===== src/rtl/synth_pkg.sv =====
// Shared widths, types and mixer FSM encoding for the additive oscillator bank.
// Also builds the quarter-wave sine table at elaboration time using fixed-point Taylor series.
package synth_pkg;

  localparam int SAMPLE_W   = 16;
  localparam int PHASE_W    = 24;
  localparam int AMP_W      = 8;
  localparam int LUT_ADDR_W = 10;
  localparam int QW_N       = 2 ** (LUT_ADDR_W - 2);

  typedef logic signed [SAMPLE_W-1:0] sample_t;
  typedef logic [PHASE_W-1:0]         phase_t;
  typedef logic [AMP_W-1:0]           amp_t;

  typedef enum logic [1:0] {IDLE, RUN, DRAIN, OUT} mix_state_t;

  localparam logic signed [127:0] PI_Q40 = 128'sd3454217652358;

  // Entry i = round(32767*sin(2*pi*(i+0.5)/2^LUT_ADDR_W)), angle in Q40, series to x^21.
  function automatic logic [SAMPLE_W*QW_N-1:0] build_qtab();
    logic [SAMPLE_W*QW_N-1:0] tab;
    logic signed [127:0]      x, x2, term, sum, r;
    tab = '0;
    for (int i = 0; i < QW_N; i++) begin
      x    = (PI_Q40 * 128'(2 * i + 1)) >>> LUT_ADDR_W;
      x2   = (x * x) >>> 40;
      term = x;
      sum  = x;
      for (int n = 1; n <= 10; n++) begin
        term = -(((term * x2) >>> 40) / 128'(2 * n * (2 * n + 1)));
        sum  = sum + term;
      end
      r = (sum * 128'sd32767 + (128'sd1 <<< 39)) >>> 40;
      tab[i*SAMPLE_W +: SAMPLE_W] = r[SAMPLE_W-1:0];
    end
    return tab;
  endfunction

endpackage


===== src/rtl/sine_lut.sv =====
// Full-cycle sine lookup from a quarter-wave ROM with mirror/negate on the top address bits.
// Latency 1 cycle (registered output); no flow control, accepts an address every cycle.
module sine_lut
  import synth_pkg::*;
(
  input  logic                        clk,
  input  logic [LUT_ADDR_W-1:0]       addr,
  output logic signed [SAMPLE_W-1:0]  sine
);

  localparam logic [SAMPLE_W*QW_N-1:0] QTAB = build_qtab();

  logic [LUT_ADDR_W-3:0]       qidx;
  logic signed [SAMPLE_W-1:0]  qval;

  // Half-sample offset in the table makes the second/fourth quarter an exact bitwise mirror.
  always_comb begin
    qidx = addr[LUT_ADDR_W-2] ? ~addr[LUT_ADDR_W-3:0] : addr[LUT_ADDR_W-3:0];
    qval = QTAB[32'(qidx)*SAMPLE_W +: SAMPLE_W];
  end

  always_ff @(posedge clk) begin
    sine <= addr[LUT_ADDR_W-1] ? -qval : qval;
  end

endmodule


===== src/rtl/partial_bank_mixer.sv =====
// Additive oscillator bank: one sweep of N_PARTIALS phase accumulators per sample, summed and saturated.
// Sample strobe lands N_PARTIALS+5 cycles after count==0; no backpressure, a start seen while busy sets overrun.
module partial_bank_mixer
  import synth_pkg::*;
#(
  parameter int N_PARTIALS = 64
) (
  input  logic                          clk,
  input  logic                          rst,
  input  logic [11:0]                   sample_cycle_count,
  input  logic                          cfg_we,
  input  logic [$clog2(N_PARTIALS)-1:0] cfg_addr,
  input  logic [PHASE_W-1:0]            cfg_phase_inc,
  input  logic [AMP_W-1:0]              cfg_amp,
  output logic signed [SAMPLE_W-1:0]    sample_out,
  output logic                          sample_valid,
  output logic                          busy,
  output logic                          overrun
);

  localparam int IDX_W  = $clog2(N_PARTIALS);
  localparam int PROD_W = SAMPLE_W + AMP_W + 1;
  localparam int ACC_W  = SAMPLE_W + AMP_W + IDX_W + 1;
  localparam logic [IDX_W-1:0]        LAST_IDX = IDX_W'(N_PARTIALS - 1);
  localparam logic signed [ACC_W-1:0] SAT_MAX  = ACC_W'(2 ** (SAMPLE_W - 1) - 1);
  localparam logic signed [ACC_W-1:0] SAT_MIN  = ACC_W'(-(2 ** (SAMPLE_W - 1)));

  mix_state_t       state, state_n;
  logic [IDX_W-1:0] k_cnt, k_cnt_n;
  logic             issue, acc_clr;

  phase_t ph_mem  [N_PARTIALS];
  phase_t inc_mem [N_PARTIALS];
  amp_t   amp_mem [N_PARTIALS];
  logic [N_PARTIALS-1:0] ph_ok, cfg_ok;

  logic             v1, v2, v3, v4;
  logic             last1, last2, last3, last4;
  logic [IDX_W-1:0] idx1;
  phase_t           ph1, inc1;
  amp_t             amp1, amp2, amp3;
  logic [LUT_ADDR_W-1:0]      a2;
  logic signed [SAMPLE_W-1:0] sine3;
  logic signed [PROD_W-1:0]   prod4;
  logic signed [ACC_W-1:0]    acc, acc_fin, acc_shr;
  logic signed [SAMPLE_W-1:0] sat_val;

  always_ff @(posedge clk) begin
    if (rst) begin
      state <= IDLE;
      k_cnt <= '0;
    end else begin
      state <= state_n;
      k_cnt <= k_cnt_n;
    end
  end

  always_comb begin
    state_n = state;
    k_cnt_n = k_cnt;
    issue   = 1'b0;
    acc_clr = 1'b0;
    case (state)
      IDLE: if (sample_cycle_count == 12'd0) begin
        state_n = RUN;
        k_cnt_n = '0;
        acc_clr = 1'b1;
      end
      RUN: begin
        issue   = 1'b1;
        k_cnt_n = k_cnt + 1'b1;
        if (k_cnt == LAST_IDX) state_n = DRAIN;
      end
      DRAIN: if (v4 && last4) state_n = OUT;
      OUT:   state_n = IDLE;
      default: state_n = IDLE;
    endcase
  end

  // RAM contents cannot be reset, so per-entry valid bits make unwritten entries read as zero.
  always_ff @(posedge clk) begin
    if (!rst && cfg_we) begin
      inc_mem[cfg_addr] <= cfg_phase_inc;
      amp_mem[cfg_addr] <= cfg_amp;
    end
    if (!rst && v1) ph_mem[idx1] <= ph1 + inc1;
  end

  always_ff @(posedge clk) begin
    if (rst) begin
      cfg_ok <= '0;
      ph_ok  <= '0;
    end else begin
      if (cfg_we) cfg_ok[cfg_addr] <= 1'b1;
      if (v1)     ph_ok[idx1]      <= 1'b1;
    end
  end

  always_ff @(posedge clk) begin
    if (rst) begin
      v1 <= 1'b0;
      v2 <= 1'b0;
      v3 <= 1'b0;
      v4 <= 1'b0;
    end else begin
      v1 <= issue;
      v2 <= v1;
      v3 <= v2;
      v4 <= v3;
    end
  end

  always_ff @(posedge clk) begin
    idx1  <= k_cnt;
    last1 <= (k_cnt == LAST_IDX);
    ph1   <= ph_ok[k_cnt]  ? ph_mem[k_cnt]  : '0;
    inc1  <= cfg_ok[k_cnt] ? inc_mem[k_cnt] : '0;
    amp1  <= cfg_ok[k_cnt] ? amp_mem[k_cnt] : '0;
    a2    <= ph1[PHASE_W-1 -: LUT_ADDR_W];
    amp2  <= amp1;
    last2 <= last1;
    amp3  <= amp2;
    last3 <= last2;
    prod4 <= PROD_W'(sine3) * PROD_W'($signed({1'b0, amp3}));
    last4 <= last3;
  end

  sine_lut u_sine_lut (
    .clk  (clk),
    .addr (a2),
    .sine (sine3)
  );

  // The final product is folded in combinationally so the strobe appears as the pipeline empties.
  always_comb begin
    acc_fin = acc + ACC_W'(prod4);
    acc_shr = acc_fin >>> AMP_W;
    if (acc_shr > SAT_MAX)      sat_val = SAT_MAX[SAMPLE_W-1:0];
    else if (acc_shr < SAT_MIN) sat_val = SAT_MIN[SAMPLE_W-1:0];
    else                        sat_val = acc_shr[SAMPLE_W-1:0];
  end

  always_ff @(posedge clk) begin
    if (rst) begin
      acc          <= '0;
      sample_out   <= '0;
      sample_valid <= 1'b0;
      overrun      <= 1'b0;
    end else begin
      if (acc_clr)  acc <= '0;
      else if (v4)  acc <= acc_fin;
      sample_valid <= v4 && last4;
      if (v4 && last4) sample_out <= sat_val;
      if (state != IDLE && sample_cycle_count == 12'd0) overrun <= 1'b1;
    end
  end

  assign busy = (state != IDLE);

endmodule


===== config.mk =====
export PLATFORM = sky130hd
export DESIGN_NAME = partial_bank_mixer
export DESIGN_NICKNAME = d
export VERILOG_FILES = /design/src/rtl/synth_pkg.sv /design/src/rtl/sine_lut.sv /design/src/rtl/partial_bank_mixer.sv
export SDC_FILE = /design/constraint.sdc
export NUM_CORES = 2
export LEC_CHECK = 0
export CAP_MARGIN = 10
export CORE_MARGIN = 2
export CORE_UTILIZATION = 42
export DETAILED_ROUTE_END_ITERATION = 12
export PLACE_DENSITY_LB_ADDON = 0.12
export SLEW_MARGIN = 30
export SYNTH_ARGS = -nofsm -noshare
export SYNTH_HDL_FRONTEND = slang
export SYNTH_SLANG_ARGS = --single-unit

===== constraint.sdc =====
create_clock -name clk -period 5.4 [get_ports clk]
set_input_delay 1.08 -clock clk [delete_from_list [all_inputs] [get_ports clk]]
set_output_delay 1.08 -clock clk [all_outputs]
set_load 0.02 [all_outputs]

Word level (Yosys, flattened, before mapping)
Memory sizes are Yosys's and may differ from the RTL's. A register that Yosys moved wholly into a read port is not among the register bits. Cells that the tools add are included.

Flip-flop bits (word level): 266. Memory bits (writable): 3584. Input bits: 53. Output and inout bits: 19. Logic and storage cells: 90. Memories kept: 3.

Memory list: inc_mem (depth 64, bits a word 24, rd ports 1, clocked after memory_dff 1, write ports 1, RTL line partial_bank_mixer.sv:33) `phase_t inc_mem [N_PARTIALS];`; ph_mem (depth 64, bits a word 24, rd ports 1, clocked after memory_dff 1, write ports 1, RTL line partial_bank_mixer.sv:32) `phase_t ph_mem [N_PARTIALS];`; amp_mem (depth 64, bits a word 8, rd ports 1, clocked after memory_dff 1, write ports 1, RTL line partial_bank_mixer.sv:34) `amp_t amp_mem [N_PARTIALS];`.

$add $sub $neg: 4. Multipliers: 1. Order comparisons: 7. Equal/unequal tests: 7. Shift-type cells: 1. Mux-type cells: 25. Bitwise operators: 3. Reductions and logical operators: 17.

Operators with widths (count): $shiftx A4096 B13 Y16 const A (1); $or A64 B64 Y64 (2); $mux W16 (3); $add A31 B25 Y31 (1); $mul A16 B9 Y25 (1); $add A24 B24 Y24 (1); $gt A23 B16 Y1 const B (1); $lt A23 B16 Y1 const B (1); $lt A6 B7 Y1 const B (3); $neg A16 Y16 (1); $bmux W1 S6 (2); $demux W1 S6 (2); $ge A6 B1 Y1 const B (2); $logic_not A12 Y1 (1); $pmux W6 S2 (1); $mux W1 (11); $mux W8 (1); $not A8 Y8 (1); $pmux W2 S4 (1); $add A6 B1 Y6 const B (1); $eq A6 B6 Y1 const B (1); $logic_and A1 B1 Y1 (6); $mux W2 (3); $mux W6 (1); 9 further kinds (16).

Depth between registers and ports, before layout
Depth in word-level cells: 5. Gate-level depth with buffers: 24. Mapped depth without buffers: 21.

By module
Synthesis repeated with hierarchy kept, for this count alone.

Cell total of the unflattened synthesis: 8264. Area total of the unflattened synthesis: 161528.7 µm².

Modules (own cells, without submodules): partial_bank_mixer (instances 1, cells each 7024, area an instance 153295.8 µm², seq. area each 113749.1 µm²); sine_lut (instances 1, cells each 1240, area an instance 8232.9 µm², seq. area each 320.3 µm²).

Worst setup path after synthesis
No wires, ideal clock.

Path type: register to register. Start point: register amp3[0]. End point: register prod4[24]. Setup time: 128 ps. Arrival time: 5067 ps. Data required time: 5272 ps. Setup slack: 205 ps. Cell stages (with the launch flop): 23. Buffers on the path: 1. Period minus slack after synthesis: 5195 ps. Cells stage by stage: dfxtp_1 -> clkbuf_1 -> nand2_1 -> fa_1 -> inv_1 -> ha_1 -> ha_1 -> inv_1 -> fa_1 -> inv_1 -> ha_1 -> fa_1 -> a21o_1 -> a21oi_1 -> o21bai_1 -> a41o_1 -> nand2_1 -> a21oi_1 -> o41a_1 -> a41o_1 -> o41a_1 -> mux2i_1 -> nand4_1.

Word-level cells in the longest chain between the ends: 1.

Ends and longest elaborated chain: start: declaration (RTL line partial_bank_mixer.sv:41) `amp_t amp1, amp2, amp3;`; start signal: assignment (RTL line partial_bank_mixer.sv:122) `amp3 <= amp2;`; $mul A16 B9 Y25 (RTL line partial_bank_mixer.sv:124) `prod4 <= PROD_W'(sine3) * PROD_W'($signed({1'b0, amp3}));`; end signal: assignment (RTL line partial_bank_mixer.sv:124); end: declaration (RTL line partial_bank_mixer.sv:44) `logic signed [PROD_W-1:0] prod4;`.

Every way passes these cells. A chain may end at the register's enable or synchronous reset.

Final worst setup path
Same ends and word-level chain as after synthesis.

==> impl_metrics.csv <==
group,metric,value,unit
outcome,run_status,"complete, no violations",
clock_network,htreeDepth,5,
clock_network,cts_num_sinks,3906,
timing,skew,98.2,ps
timing,period_share,0.955,
timing,hold_ws,324,ps
yosys,syn_nets,8445,
global_route,grt_max_degree,123,
die,die_y,622,µm
final_layout,area_delta_synth_final,16.0,%
timing,tightest_slew,1100,ps
placement,dpl.hpwl,291000,µm
drt,ant_nets,0,
drt,drt_wl_total,479000,µm
yosys,ys_types,102,
pwr,power_density,364,nW/µm²
yosys,synthesis.area,160000,µm²
die,io-pin-count,72,
yosys,synth_top_family_by_area,"multiplexers",
yosys,synth-edff-count,3584,
global_route,grt_pass1_wl,673000,µm
drt,wl_per_cell,33.8,µm
pwr,ir_worst_vdd,304,µV
yosys,seq_area_frac_synth,0.711,
placement,place_ws,-21.0,ps
yosys,synthCells,8150,
drt,vias_per_cell,5.98,
final_layout,final_cells,14200,
final_layout,drive_gt1_frac,0.298,
drt,drtIter0Drc,9212,
yosys,yosysWarnings,0,
global_route,grt_overflow_total,0,
worst_setup_path,required,6160,ps
global_route,grt_pass1_vias,86100,
yosys,synth_top_flop_cell,"edfxtp_1",
timing,period_needed,5160,ps
yosys,synth-adder-area-share,0.0238,
worst_setup_path,crit_path_start_kind,"flip-flop",
clock_network,cts_tree,"yes",
yosys,synth_top_cell_area_share,0.671,
die,design.core.area,379000,µm²
worst_setup_path,setup.worst_path.class,"flip-flop to flip-flop",
yosys,synth_seq_cells,3906,
global_route,antenna_found_initial,37,
clock_network,clk_latency,990,ps
drt,drt_first_pass_iters,5,
drt,via_count,84700,
timing,hold_violations,0,
final_layout,fin_nets,9092,
yosys,muxShareOfSynthArea,0.174,
worst_setup_path,critPathMaxFanout,6,
yosys,synth_compound_area_frac,0.0350,
yosys,synthTopCellsByArea,"edfxtp_1, mux4_2, dfxtp_1, fa_1, ha_1",
clock_network,path_clk_slew,60,ps
worst_setup_path,arrival,5920,ps
die,initial_core_util,0.423,
worst_hold_path,min_path_type,"flip-flop to flip-flop",
drt,drcViolationCount,0,
yosys,async_reset_ff_frac,0,
die,die_area,387000,µm²
flow_run,cap_viol_max_count,0,
pwr,leakage,58.7,nW
placement,port_buffers,71,
global_route,grt_use_total,0.245,
placement,place.gp.congestion,0.954,
timing,fmax,194,MHz
yosys,yosysTopAreaCell,"edfxtp_1",
clock_network,numCtsBuffers,412,
placement,dp.cells,13400,
die,die_x,622,µm
yosys,synthSimpleGateAreaFrac,0.0300,
yosys,synthXorXnorAreaFrac,0.00542,
timing,slew_headroom,0.259,
yosys,syn_area_per_cell,19.7,µm²
timing,drv_slew,0,
pwr,p_total,67.7,mW
clock_network,cts.path.max_buffers,4,
worst_setup_path,endpoint_kind,"flip-flop",
die,rows,226,
timing,setup_viol,0,
clock_network,cts-root-buf,"clkbuf_16",
timing,post-route-worst-setup-slack,245,ps
-- what timing repair did --
action,in CTS,in global routing
hold buffers,0,0
pin swaps,0,5
resized for setup,1,15
setup buffers,0,1
endpoints found under the setup margin,2,3
-- where the power goes --
group	switching [mW]	internal (mW)	total, mW	leakage [nW]
combinational	4.05	2.25	6.30	17.0
sequential	0.140	33.5	33.6	35.2
clock	11.8	16.0	27.8	6.45
total	16.0	51.7	67.7	58.7
-- layout make-up --
| type | count | area (µm²) |
|---|---|---|
| antenna | 10 | 25.0 |
| clock buffer | 529 | 10900 |
| clock inverter | 230 | 2380 |
| fill | 31000 | 194000 |
| inverter | 314 | 1180 |
| multi-input combinational | 3435 | 44200 |
| sequential | 3906 | 114000 |
| tap | 5016 | 6280 |
| timing repair buffer | 728 | 6870 |
-- path summary, 6_finish.rpt --
kind                start   endpoint  slack [ps]  depth (start not counted)
hold reg to reg   amp1[5]    amp2[5]         320                          0
setup / recovery  amp3[0]  prod4[24]         240                         21
setup reg to reg  amp3[0]  prod4[24]         240                         21
hold / removal    amp1[5]    amp2[5]         320                          0
-- sequential cells by signal, summed over array words and instances (netlist names), 24 cells and up --
register  flops
ph_ok        64
ph1          24
prod4        25
amp_mem     512
acc          31
inc1         24
cfg_ok       64
inc_mem    1536
ph_mem     1536
-- per-stage QoR --
stage	util	cell area, µm²	setup TNS, ps
floorplan	-	160000	0
global placement	0.454	172000	-0.605
detailed placement	0.455	173000	-25.4
CTS	0.490	186000	0
global route	0.490	186000	-11.5
finish	0.490	186000	0
-- placed cells by master, fill, tap and decap left out, drive strengths merged, types with 36 or more instances in the layout --
master / instances
a211oi: 58
a21oi: 149
a31oi: 44
and2: 83
buf: 689
bufinv: 36
clkbuf: 530
clkdlybuf4s50: 38
clkinv: 172
dfxtp: 322
edfxtp: 3584
fa: 106
ha: 136
inv: 323
mux2i: 47
mux4: 1212
nand2: 225
nand2b: 38
nand3: 42
nor2: 317
nor2b: 102
nor3: 66
o21ai: 158
o22ai: 165
xnor2: 59
xor2: 38
-- cell usage after synthesis (17+ instances only) --
cell type and count:
a211oi_1 58, nor3_1 62, xor2_1 37, ha_1 136, xnor2_1 59, a21oi_1 148
buf_2 64, buf_1 108, clkbuf_1 292, o211ai_1 33, o21ai_0 147, dfxtp_1 322
nand2_1 225, and3_1 17, nand3_1 42, a21o_1 25, a22oi_1 17, and2_1 83
mux4_2 1212, a31oi_1 44, fa_1 106, nor2b_1 101, nor2_1 316, edfxtp_1 3584
mux2i_1 47, buf_6 19, inv_1 309, nand2b_1 38, o22ai_1 165
-- per-layer routing --
layer  track usage  vias to the layer above  part of all wire
met2         0.391                     3099              0.47
li1              -                    34700                 -
met1         0.353                    46200              0.43
met4        0.0703                        8             0.031
met3        0.0352                      696             0.065
met5             0                        -           0.00012
-- worst max-delay path, cell delays in order, from the launching register on --
cell and delay [ps]:
dfxtp_4 370, clkbuf_2 150, and2_1 170, fa_1 430
ha_1 310, ha_1 280, inv_1 40, fa_1 470
inv_1 40, ha_1 200, fa_1 440, a21o_1 210
a21oi_2 170, o21bai_2 100, a41o_1 260, nand2_2 80
a21oi_1 80, o41a_1 340, a41o_1 210, o41a_1 410
mux2i_1 160, nand4_1 100
-- cells by family after synthesis --
logic type | count (synthesis)
compound gates | 842
xor+xnor | 97
fa+ha+maj | 242
buf+inv | 809
flops | 3906
mux | 1268
simple gates | 986
No activity file was read; power rests on OpenSTA's default activity.
